[src/rtl/regfile_access_arbiter_if.sv]
// Request/response channel between one requester and the register-file access arbiter.
// The requester drives the master modport; the arbiter uses the slave modport.
interface regfile_access_arbiter_if #(
  parameter int DATA_WIDTH = 32,
  parameter int ADDR_WIDTH = 5
);
  logic                  req_valid;
  logic                  req_ready;
  logic                  req_we;
  logic [ADDR_WIDTH-1:0] req_addr;
  logic [DATA_WIDTH-1:0] req_wdata;
  logic                  rsp_valid;
  logic                  rsp_ready;
  logic [DATA_WIDTH-1:0] rsp_rdata;

  modport master (
    output req_valid, req_we, req_addr, req_wdata, rsp_ready,
    input  req_ready, rsp_valid, rsp_rdata
  );

  modport slave (
    input  req_valid, req_we, req_addr, req_wdata, rsp_ready,
    output req_ready, rsp_valid, rsp_rdata
  );
endinterface

[src/rtl/regfile_access_arbiter.sv]
// Shares the single register-file control port between requester A (AXI control
// path) and requester B (fault injection). Each granted access stops the CPU,
// waits SETTLE_CYCLES, performs one access, returns a response and releases the CPU.
// Optional build macro ARB_ROUND_ROBIN_EN: round-robin arbitration instead of the
// default fixed priority (B over A).
module regfile_access_arbiter #(
  parameter int DATA_WIDTH    = 32,
  parameter int ADDR_WIDTH    = 5,
  parameter int SETTLE_CYCLES = 1   // legal range 1..15
) (
  input  logic                    clk,
  input  logic                    rst_n,
  regfile_access_arbiter_if.slave a_if,
  regfile_access_arbiter_if.slave b_if,
  output logic                    cpu_stop,
  output logic [ADDR_WIDTH-1:0]   rf_addr,
  output logic                    rf_we,
  output logic [DATA_WIDTH-1:0]   rf_wdata,
  input  logic [DATA_WIDTH-1:0]   rf_rdata,
  output logic                    busy,
  output logic [1:0]              deb_state
);

  typedef enum logic [1:0] {
    ST_IDLE   = 2'b00,
    ST_SETTLE = 2'b01,
    ST_ACCESS = 2'b10,
    ST_RESP   = 2'b11
  } state_e;

  typedef enum logic {
    REQ_A = 1'b0,
    REQ_B = 1'b1
  } req_e;

  localparam logic [3:0] SETTLE_LOAD = 4'(SETTLE_CYCLES);

  state_e                state_q, state_d;
  logic [3:0]            settle_cnt_q, settle_cnt_d;
  logic                  we_q, we_d;
  logic [ADDR_WIDTH-1:0] addr_q, addr_d;
  logic [DATA_WIDTH-1:0] wdata_q, wdata_d;
  req_e                  winner_q, winner_d;
  logic [DATA_WIDTH-1:0] a_rdata_q, a_rdata_d;
  logic [DATA_WIDTH-1:0] b_rdata_q, b_rdata_d;

  logic grant_a;
  logic grant_b;

`ifdef ARB_ROUND_ROBIN_EN
  req_e rr_prio_q, rr_prio_d;

  // Round robin: on contention the requester not served last wins.
  always_comb begin
    grant_b = b_if.req_valid && (!a_if.req_valid || (rr_prio_q == REQ_B));
    grant_a = a_if.req_valid && !grant_b;
  end

  // Pointer moves to the other requester on every accepted request.
  always_comb begin
    rr_prio_d = rr_prio_q;
    if ((state_q == ST_IDLE) && (grant_a || grant_b)) begin
      rr_prio_d = grant_b ? REQ_A : REQ_B;
    end
  end

  // Round-robin pointer register; A has priority out of reset.
  always_ff @(posedge clk or negedge rst_n) begin
    if (!rst_n) rr_prio_q <= REQ_A;
    else        rr_prio_q <= rr_prio_d;
  end
`else
  // Fixed priority: B wins whenever it is valid.
  always_comb begin
    grant_b = b_if.req_valid;
    grant_a = a_if.req_valid && !grant_b;
  end
`endif

  // Next-state and datapath update for the access sequence.
  always_comb begin
    // NOTE: every signal written here gets a default first so no path leaves it unassigned, which would infer a latch.
    state_d      = state_q;
    settle_cnt_d = settle_cnt_q;
    we_d         = we_q;
    addr_d       = addr_q;
    wdata_d      = wdata_q;
    winner_d     = winner_q;
    a_rdata_d    = a_rdata_q;
    b_rdata_d    = b_rdata_q;

    unique case (state_q)
      ST_IDLE: begin
        if (grant_a || grant_b) begin
          we_d         = grant_b ? b_if.req_we    : a_if.req_we;
          addr_d       = grant_b ? b_if.req_addr  : a_if.req_addr;
          wdata_d      = grant_b ? b_if.req_wdata : a_if.req_wdata;
          winner_d     = grant_b ? REQ_B : REQ_A;
          settle_cnt_d = SETTLE_LOAD;
          state_d      = ST_SETTLE;
        end
      end

      ST_SETTLE: begin
        settle_cnt_d = settle_cnt_q - 4'd1;
        if (settle_cnt_q == 4'd1) state_d = ST_ACCESS;
      end

      ST_ACCESS: begin
        // Writes answer with zero; reads return what the register file shows now.
        if (winner_q == REQ_A) a_rdata_d = we_q ? '0 : rf_rdata;
        else                   b_rdata_d = we_q ? '0 : rf_rdata;
        state_d = ST_RESP;
      end

      ST_RESP: begin
        // Returning to IDLE guarantees one cpu_stop-free cycle before the next grant.
        if ((winner_q == REQ_A) ? a_if.rsp_ready : b_if.rsp_ready) state_d = ST_IDLE;
      end

      default: state_d = ST_IDLE;
    endcase
  end

  // State and datapath registers.
  always_ff @(posedge clk or negedge rst_n) begin
    if (!rst_n) begin
      // NOTE: the latched request and response data are reset too, so rf_* and rsp_rdata read as zero out of reset.
      state_q      <= ST_IDLE;
      settle_cnt_q <= '0;
      we_q         <= 1'b0;
      addr_q       <= '0;
      wdata_q      <= '0;
      winner_q     <= REQ_A;
      a_rdata_q    <= '0;
      b_rdata_q    <= '0;
    end else begin
      // NOTE: non-blocking assignments so every register samples pre-edge values regardless of statement order.
      state_q      <= state_d;
      settle_cnt_q <= settle_cnt_d;
      we_q         <= we_d;
      addr_q       <= addr_d;
      wdata_q      <= wdata_d;
      winner_q     <= winner_d;
      a_rdata_q    <= a_rdata_d;
      b_rdata_q    <= b_rdata_d;
    end
  end

  // Outputs decode straight from the state register, so reset clears them at once.
  assign a_if.req_ready = (state_q == ST_IDLE) && grant_a;
  assign b_if.req_ready = (state_q == ST_IDLE) && grant_b;
  assign a_if.rsp_valid = (state_q == ST_RESP) && (winner_q == REQ_A);
  assign b_if.rsp_valid = (state_q == ST_RESP) && (winner_q == REQ_B);
  assign a_if.rsp_rdata = a_rdata_q;
  assign b_if.rsp_rdata = b_rdata_q;

  assign cpu_stop  = (state_q != ST_IDLE);
  assign busy      = (state_q != ST_IDLE);
  assign rf_we     = (state_q == ST_ACCESS) && we_q;
  assign rf_addr   = addr_q;
  assign rf_wdata  = wdata_q;
  assign deb_state = state_q;

endmodule

[src/flat_wrapper.sv]
// flat-port wrapper written by rule: the top's interface ports become plain ports
module regfile_access_arbiter_flat 
#(
  parameter int DATA_WIDTH    = 32,
  parameter int ADDR_WIDTH    = 5,
  parameter int SETTLE_CYCLES = 1                       
)
  (clk, rst_n, cpu_stop, rf_addr, rf_we, rf_wdata, rf_rdata, busy, deb_state, a_if_req_valid, a_if_req_we, a_if_req_addr, a_if_req_wdata, a_if_rsp_ready, a_if_req_ready, a_if_rsp_valid, a_if_rsp_rdata, b_if_req_valid, b_if_req_we, b_if_req_addr, b_if_req_wdata, b_if_rsp_ready, b_if_req_ready, b_if_rsp_valid, b_if_rsp_rdata);
  regfile_access_arbiter_if #(.DATA_WIDTH(DATA_WIDTH), .ADDR_WIDTH(ADDR_WIDTH)) a_if_i ();
  regfile_access_arbiter_if #(.DATA_WIDTH(DATA_WIDTH), .ADDR_WIDTH(ADDR_WIDTH)) b_if_i ();
  input  logic clk;
  input  logic rst_n;
  output logic cpu_stop;
  output logic [ADDR_WIDTH-1:0] rf_addr;
  output logic rf_we;
  output logic [DATA_WIDTH-1:0] rf_wdata;
  input  logic [DATA_WIDTH-1:0] rf_rdata;
  output logic busy;
  output logic [1:0] deb_state;
  input wire logic [$bits(a_if_i.req_valid)-1:0] a_if_req_valid;
  input wire logic [$bits(a_if_i.req_we)-1:0] a_if_req_we;
  input wire logic [$bits(a_if_i.req_addr)-1:0] a_if_req_addr;
  input wire logic [$bits(a_if_i.req_wdata)-1:0] a_if_req_wdata;
  input wire logic [$bits(a_if_i.rsp_ready)-1:0] a_if_rsp_ready;
  output wire logic [$bits(a_if_i.req_ready)-1:0] a_if_req_ready;
  output wire logic [$bits(a_if_i.rsp_valid)-1:0] a_if_rsp_valid;
  output wire logic [$bits(a_if_i.rsp_rdata)-1:0] a_if_rsp_rdata;
  input wire logic [$bits(b_if_i.req_valid)-1:0] b_if_req_valid;
  input wire logic [$bits(b_if_i.req_we)-1:0] b_if_req_we;
  input wire logic [$bits(b_if_i.req_addr)-1:0] b_if_req_addr;
  input wire logic [$bits(b_if_i.req_wdata)-1:0] b_if_req_wdata;
  input wire logic [$bits(b_if_i.rsp_ready)-1:0] b_if_rsp_ready;
  output wire logic [$bits(b_if_i.req_ready)-1:0] b_if_req_ready;
  output wire logic [$bits(b_if_i.rsp_valid)-1:0] b_if_rsp_valid;
  output wire logic [$bits(b_if_i.rsp_rdata)-1:0] b_if_rsp_rdata;
  assign a_if_i.req_valid = a_if_req_valid;
  assign a_if_i.req_we = a_if_req_we;
  assign a_if_i.req_addr = a_if_req_addr;
  assign a_if_i.req_wdata = a_if_req_wdata;
  assign a_if_i.rsp_ready = a_if_rsp_ready;
  assign a_if_req_ready = a_if_i.req_ready;
  assign a_if_rsp_valid = a_if_i.rsp_valid;
  assign a_if_rsp_rdata = a_if_i.rsp_rdata;
  assign b_if_i.req_valid = b_if_req_valid;
  assign b_if_i.req_we = b_if_req_we;
  assign b_if_i.req_addr = b_if_req_addr;
  assign b_if_i.req_wdata = b_if_req_wdata;
  assign b_if_i.rsp_ready = b_if_rsp_ready;
  assign b_if_req_ready = b_if_i.req_ready;
  assign b_if_rsp_valid = b_if_i.rsp_valid;
  assign b_if_rsp_rdata = b_if_i.rsp_rdata;
  regfile_access_arbiter #(.DATA_WIDTH(DATA_WIDTH), .ADDR_WIDTH(ADDR_WIDTH), .SETTLE_CYCLES(SETTLE_CYCLES)) u_core (.clk(clk), .rst_n(rst_n), .a_if(a_if_i), .b_if(b_if_i), .cpu_stop(cpu_stop), .rf_addr(rf_addr), .rf_we(rf_we), .rf_wdata(rf_wdata), .rf_rdata(rf_rdata), .busy(busy), .deb_state(deb_state));
endmodule
[config.mk]
export PLATFORM = sky130hd
export DESIGN_NAME = regfile_access_arbiter_flat
export DESIGN_NICKNAME = d
export VERILOG_FILES = /design/src/rtl/regfile_access_arbiter_if.sv /design/src/rtl/regfile_access_arbiter.sv /design/src/flat_wrapper.sv
export SDC_FILE = /design/constraint.sdc
export NUM_CORES = 1
export LEC_CHECK = 0
export ABC_AREA = 0
export CORE_MARGIN = 3
export CORE_UTILIZATION = 30
export DETAILED_ROUTE_END_ITERATION = 16
export SYNTH_ARGS = -nofsm -noshare
export SYNTH_HDL_FRONTEND = slang
export SYNTH_SLANG_ARGS = --single-unit
[constraint.sdc]
create_clock -name clk -period 1.9 [get_ports clk]
set_input_delay 0.19 -clock clk [delete_from_list [all_inputs] [get_ports clk]]
set_output_delay 0.19 -clock clk [all_outputs]
set_load 0.01 [all_outputs]
==> flow_summary.toml <==
[clock_tree]
clock_latency_ns = 0.35
cts_tree = "yes"
numCtsBuffers = 9
clkSlewWorstSetupHoldPaths_ns = 0.07
cts_buffer_depth = 2
htreeDepth = 3
clock_sinks = 109
clockRootBuffer = "clkbuf_16"

[floorplanning]
die_h_um = 131
die-area_mm2 = 0.0170
die_x_um = 131
core_area_mm2 = 0.0149
rows = 44
start_util = 0.313
io-pin-count = 224

[place]
place_area_mm2 = 0.00710
globalplace.congestion = 0.792
hpwl_um = 9840
port_buffers = 223

[logic_synthesis]
synth-async-reset-ratio = 1.00
synth_top_area_cell = "dfrtp_1"
synthTopCellsByArea = "dfrtp_1, o21ai_0, mux2i_1"
synthTopCellsByCount = "dfrtp_1, nand2_1, o21ai_0"
synth.top_cell.area_share = 0.586
syn_nets = 577
synth-seq-cells = 109
yosysWarnings = 0
yosys.cell_count.top_type = "dfrtp_1"
synth_edf_count = 0
syn-cell-area_mm2 = 0.00465
syn_avg_cell_area_um2 = 10.2
synthFlopType = "dfrtp_1"
synth_cell_types = 25
synthCells = 456
ys_seq_area_frac = 0.586

[setup_path]
crit_end = "b_if_rsp_valid"
path_class = "reg -> out"
rr_startpoint = "u_core.settle_cnt_q[1]$_DFFE_PN0P_"
cp.required_ns = 1.71
cpPeakStageDelay_ns = 0.54
path_buf_inv = 1
startpoint = "u_core.deb_state[0]$_DFFE_PN0P_"
worstSetupStartpointType = "flop"
path_depth = 3
crit_family = "buffers and inverters"
endpoint_kind = "primary output"
cp.arrival_ns = 1.65
reg2reg_to = "u_core.deb_state[1]$_DFFE_PN0P_"
crit_fanout = 4
path_cells = "ha_2 -> and2_1 -> clkdlybuf4s50_1"
cp_slowest_cell = "clkdlybuf4s50_1"
r2r_slack_ns = 0.07
reg2reg_depth = 5

[min_path]
min_path_cells = 3
hp-class = "in -> reg"

[run]
max-cap-violations = 0

[pwr]
power.switching_w = 0.00393
pwr-share-seq = 0.355
swShare = 0.351
powerDensity_mw_per_mm2 = 1500
ir_worst_vdd_uv = 783
intPower_w = 0.00727
power_frac_comb = 0.484
p_leak_nw = 3.34
clkPwrFrac = 0.161

[detailed_routing]
vias = 3937
drtIter0Drc = 134
drt_wl_total_um = 13300
drc = 0
ant_nets = 0
firstDrtPassIters = 5
wire_per_inst_um = 15.5
vias_per_cell = 4.58

[finish]
n_fill_cell = 1400
layout.nets = 793
syn_to_final_growth_pct = 60.5
n_antenna_cell = 0
final_core_utilization = 0.503
fin_area_mm2 = 0.00747
drive_above_1_share = 0.0548

[run_status]
outcome = "finished clean"

[global_routing]
antenna_found_initial = 0
grt_max_degree = 110
grt_pass1_vias = 3988
use_met1 = 0.178
busiest_layer = "met2"
met2_usage = 0.253
grt_pass1_wl_um = 20200
grt-ovfl-total = 0
grt_use_met3 = 0.0638
gr-usage-all-layers = 0.153

[timing]
worst_slew_pin_slew_ns = 0.592
slew_headroom = 0.605
rsz0062_at_grt = "no"
drv_slew = 0
period_minus_slack_ns = 1.84
max_freq_mhz = 544
fin_crit_sh = 0.968
skew_ns = 0.00672
hold_viol_final = 0
timing.setup.tns_ns = 0
setup_violations = 0
-- sequential cells by signal (all words and copies together), names as in the netlist --
name / count
u_core.rf_wdata: 32
u_core.we_q: 1
u_core.settle_cnt_q: 4
u_core.deb_state: 2
u_core.a_if.rsp_rdata: 32
u_core.rf_addr: 5
u_core.b_if.rsp_rdata: 32
u_core.winner_q: 1
-- worst min path at each step --
stage                         from                                    end
floorplan                    rst_n   u_core.a_if.rsp_rdata[0]$_DFFE_PN0P_
global placement             rst_n  u_core.b_if.rsp_rdata[19]$_DFFE_PN0P_
detailed placement           rst_n  u_core.a_if.rsp_rdata[31]$_DFFE_PN0P_
CTS                 b_if_req_valid         u_core.rf_wdata[1]$_DFFE_PN0P_
global route        b_if_req_valid         u_core.rf_wdata[8]$_DFFE_PN0P_
finish              b_if_req_valid         u_core.rf_wdata[1]$_DFFE_PN0P_
-- cell usage in the layout (no fill, tap or decap), drive strengths merged, types with 3 or more instances in the layout --
cell / n
dfrtp: 109
nand2b: 34
clkdlybuf4s50: 215
o21ai: 106
nand2: 104
a21o: 3
clkbuf: 13
dlygate4sd2: 4
inv: 6
mux2i: 40
and2: 3
nor2: 3
ha: 7
buf: 13
-- repair_timing --
action	4_1_cts	5_1_grt
hold buffers	1	0
resized for setup	10	5
buffers inserted	3	2
hold endpoints to repair	109	0
endpoints found under the setup margin	5	4
gates cloned	0	0
pin swaps	0	1
-- logic make-up after synthesis --
family | synth area share
and+or+nand+nor | 0.146
adders and majority gates | 0.0188
DFF | 0.586
buffers and inverters | 0.0323
muxes | 0.0885
AOI/OAI and AO/OA | 0.128
-- worst reg2reg max path, delay by kind of cell (launching register included) --
family / cells / cell delay [ns]
adders and majority gates: 1 / 0.13
buffers and inverters: 1 / 0.10
AOI/OAI and AO/OA: 1 / 0.33
and+or+nand+nor: 1 / 0.39
DFF: 1 / 0.42
muxes: 1 / 0.35
-- through the flow --
stage,worst slack (ns),cells,hold WS (ns),total power (W)
2_1_floorplan,0.188,456,-0.106,0.00630
3_3_place_gp,0.138,839,0.314,0.00926
3_5_place_dp,0.0600,839,0.313,0.00940
4_1_cts,0.00194,857,0.358,0.0113
5_1_grt,0.000303,859,0.422,0.0121
6_report,0.0617,859,0.379,0.0112
-- power by group through the flow --
stage          Combinational (W)  Sequential, W  Clock (W)
2_1_floorplan            0.00190        0.00440          0
3_3_place_gp             0.00530        0.00396          0
3_5_place_dp             0.00538        0.00402          0
4_1_cts                  0.00545        0.00399    0.00188
5_1_grt                  0.00599        0.00412    0.00197
6_report                 0.00542        0.00398    0.00181
-- metal layers --
layer  routed length, um  vias to the layer above
met5                   0                        -
li1                    -                     1948
met3                1470                       15
met1                5460                     1798
met2                6170                      176
met4                 221                        0
-- final cells by class --
cell class,count,area (um2),share of cell area
Clock buffer,13,280,0.0375
Clock inverter,1,5.00,0.000670
Inverter,6,22.5,0.00302
Multi-Input combinational cell,311,1830,0.245
Sequential cell,109,2730,0.365
Tap cell,184,230,0.0308
Timing Repair Buffer,235,2380,0.318
Power figures use the tool's default switching activity.
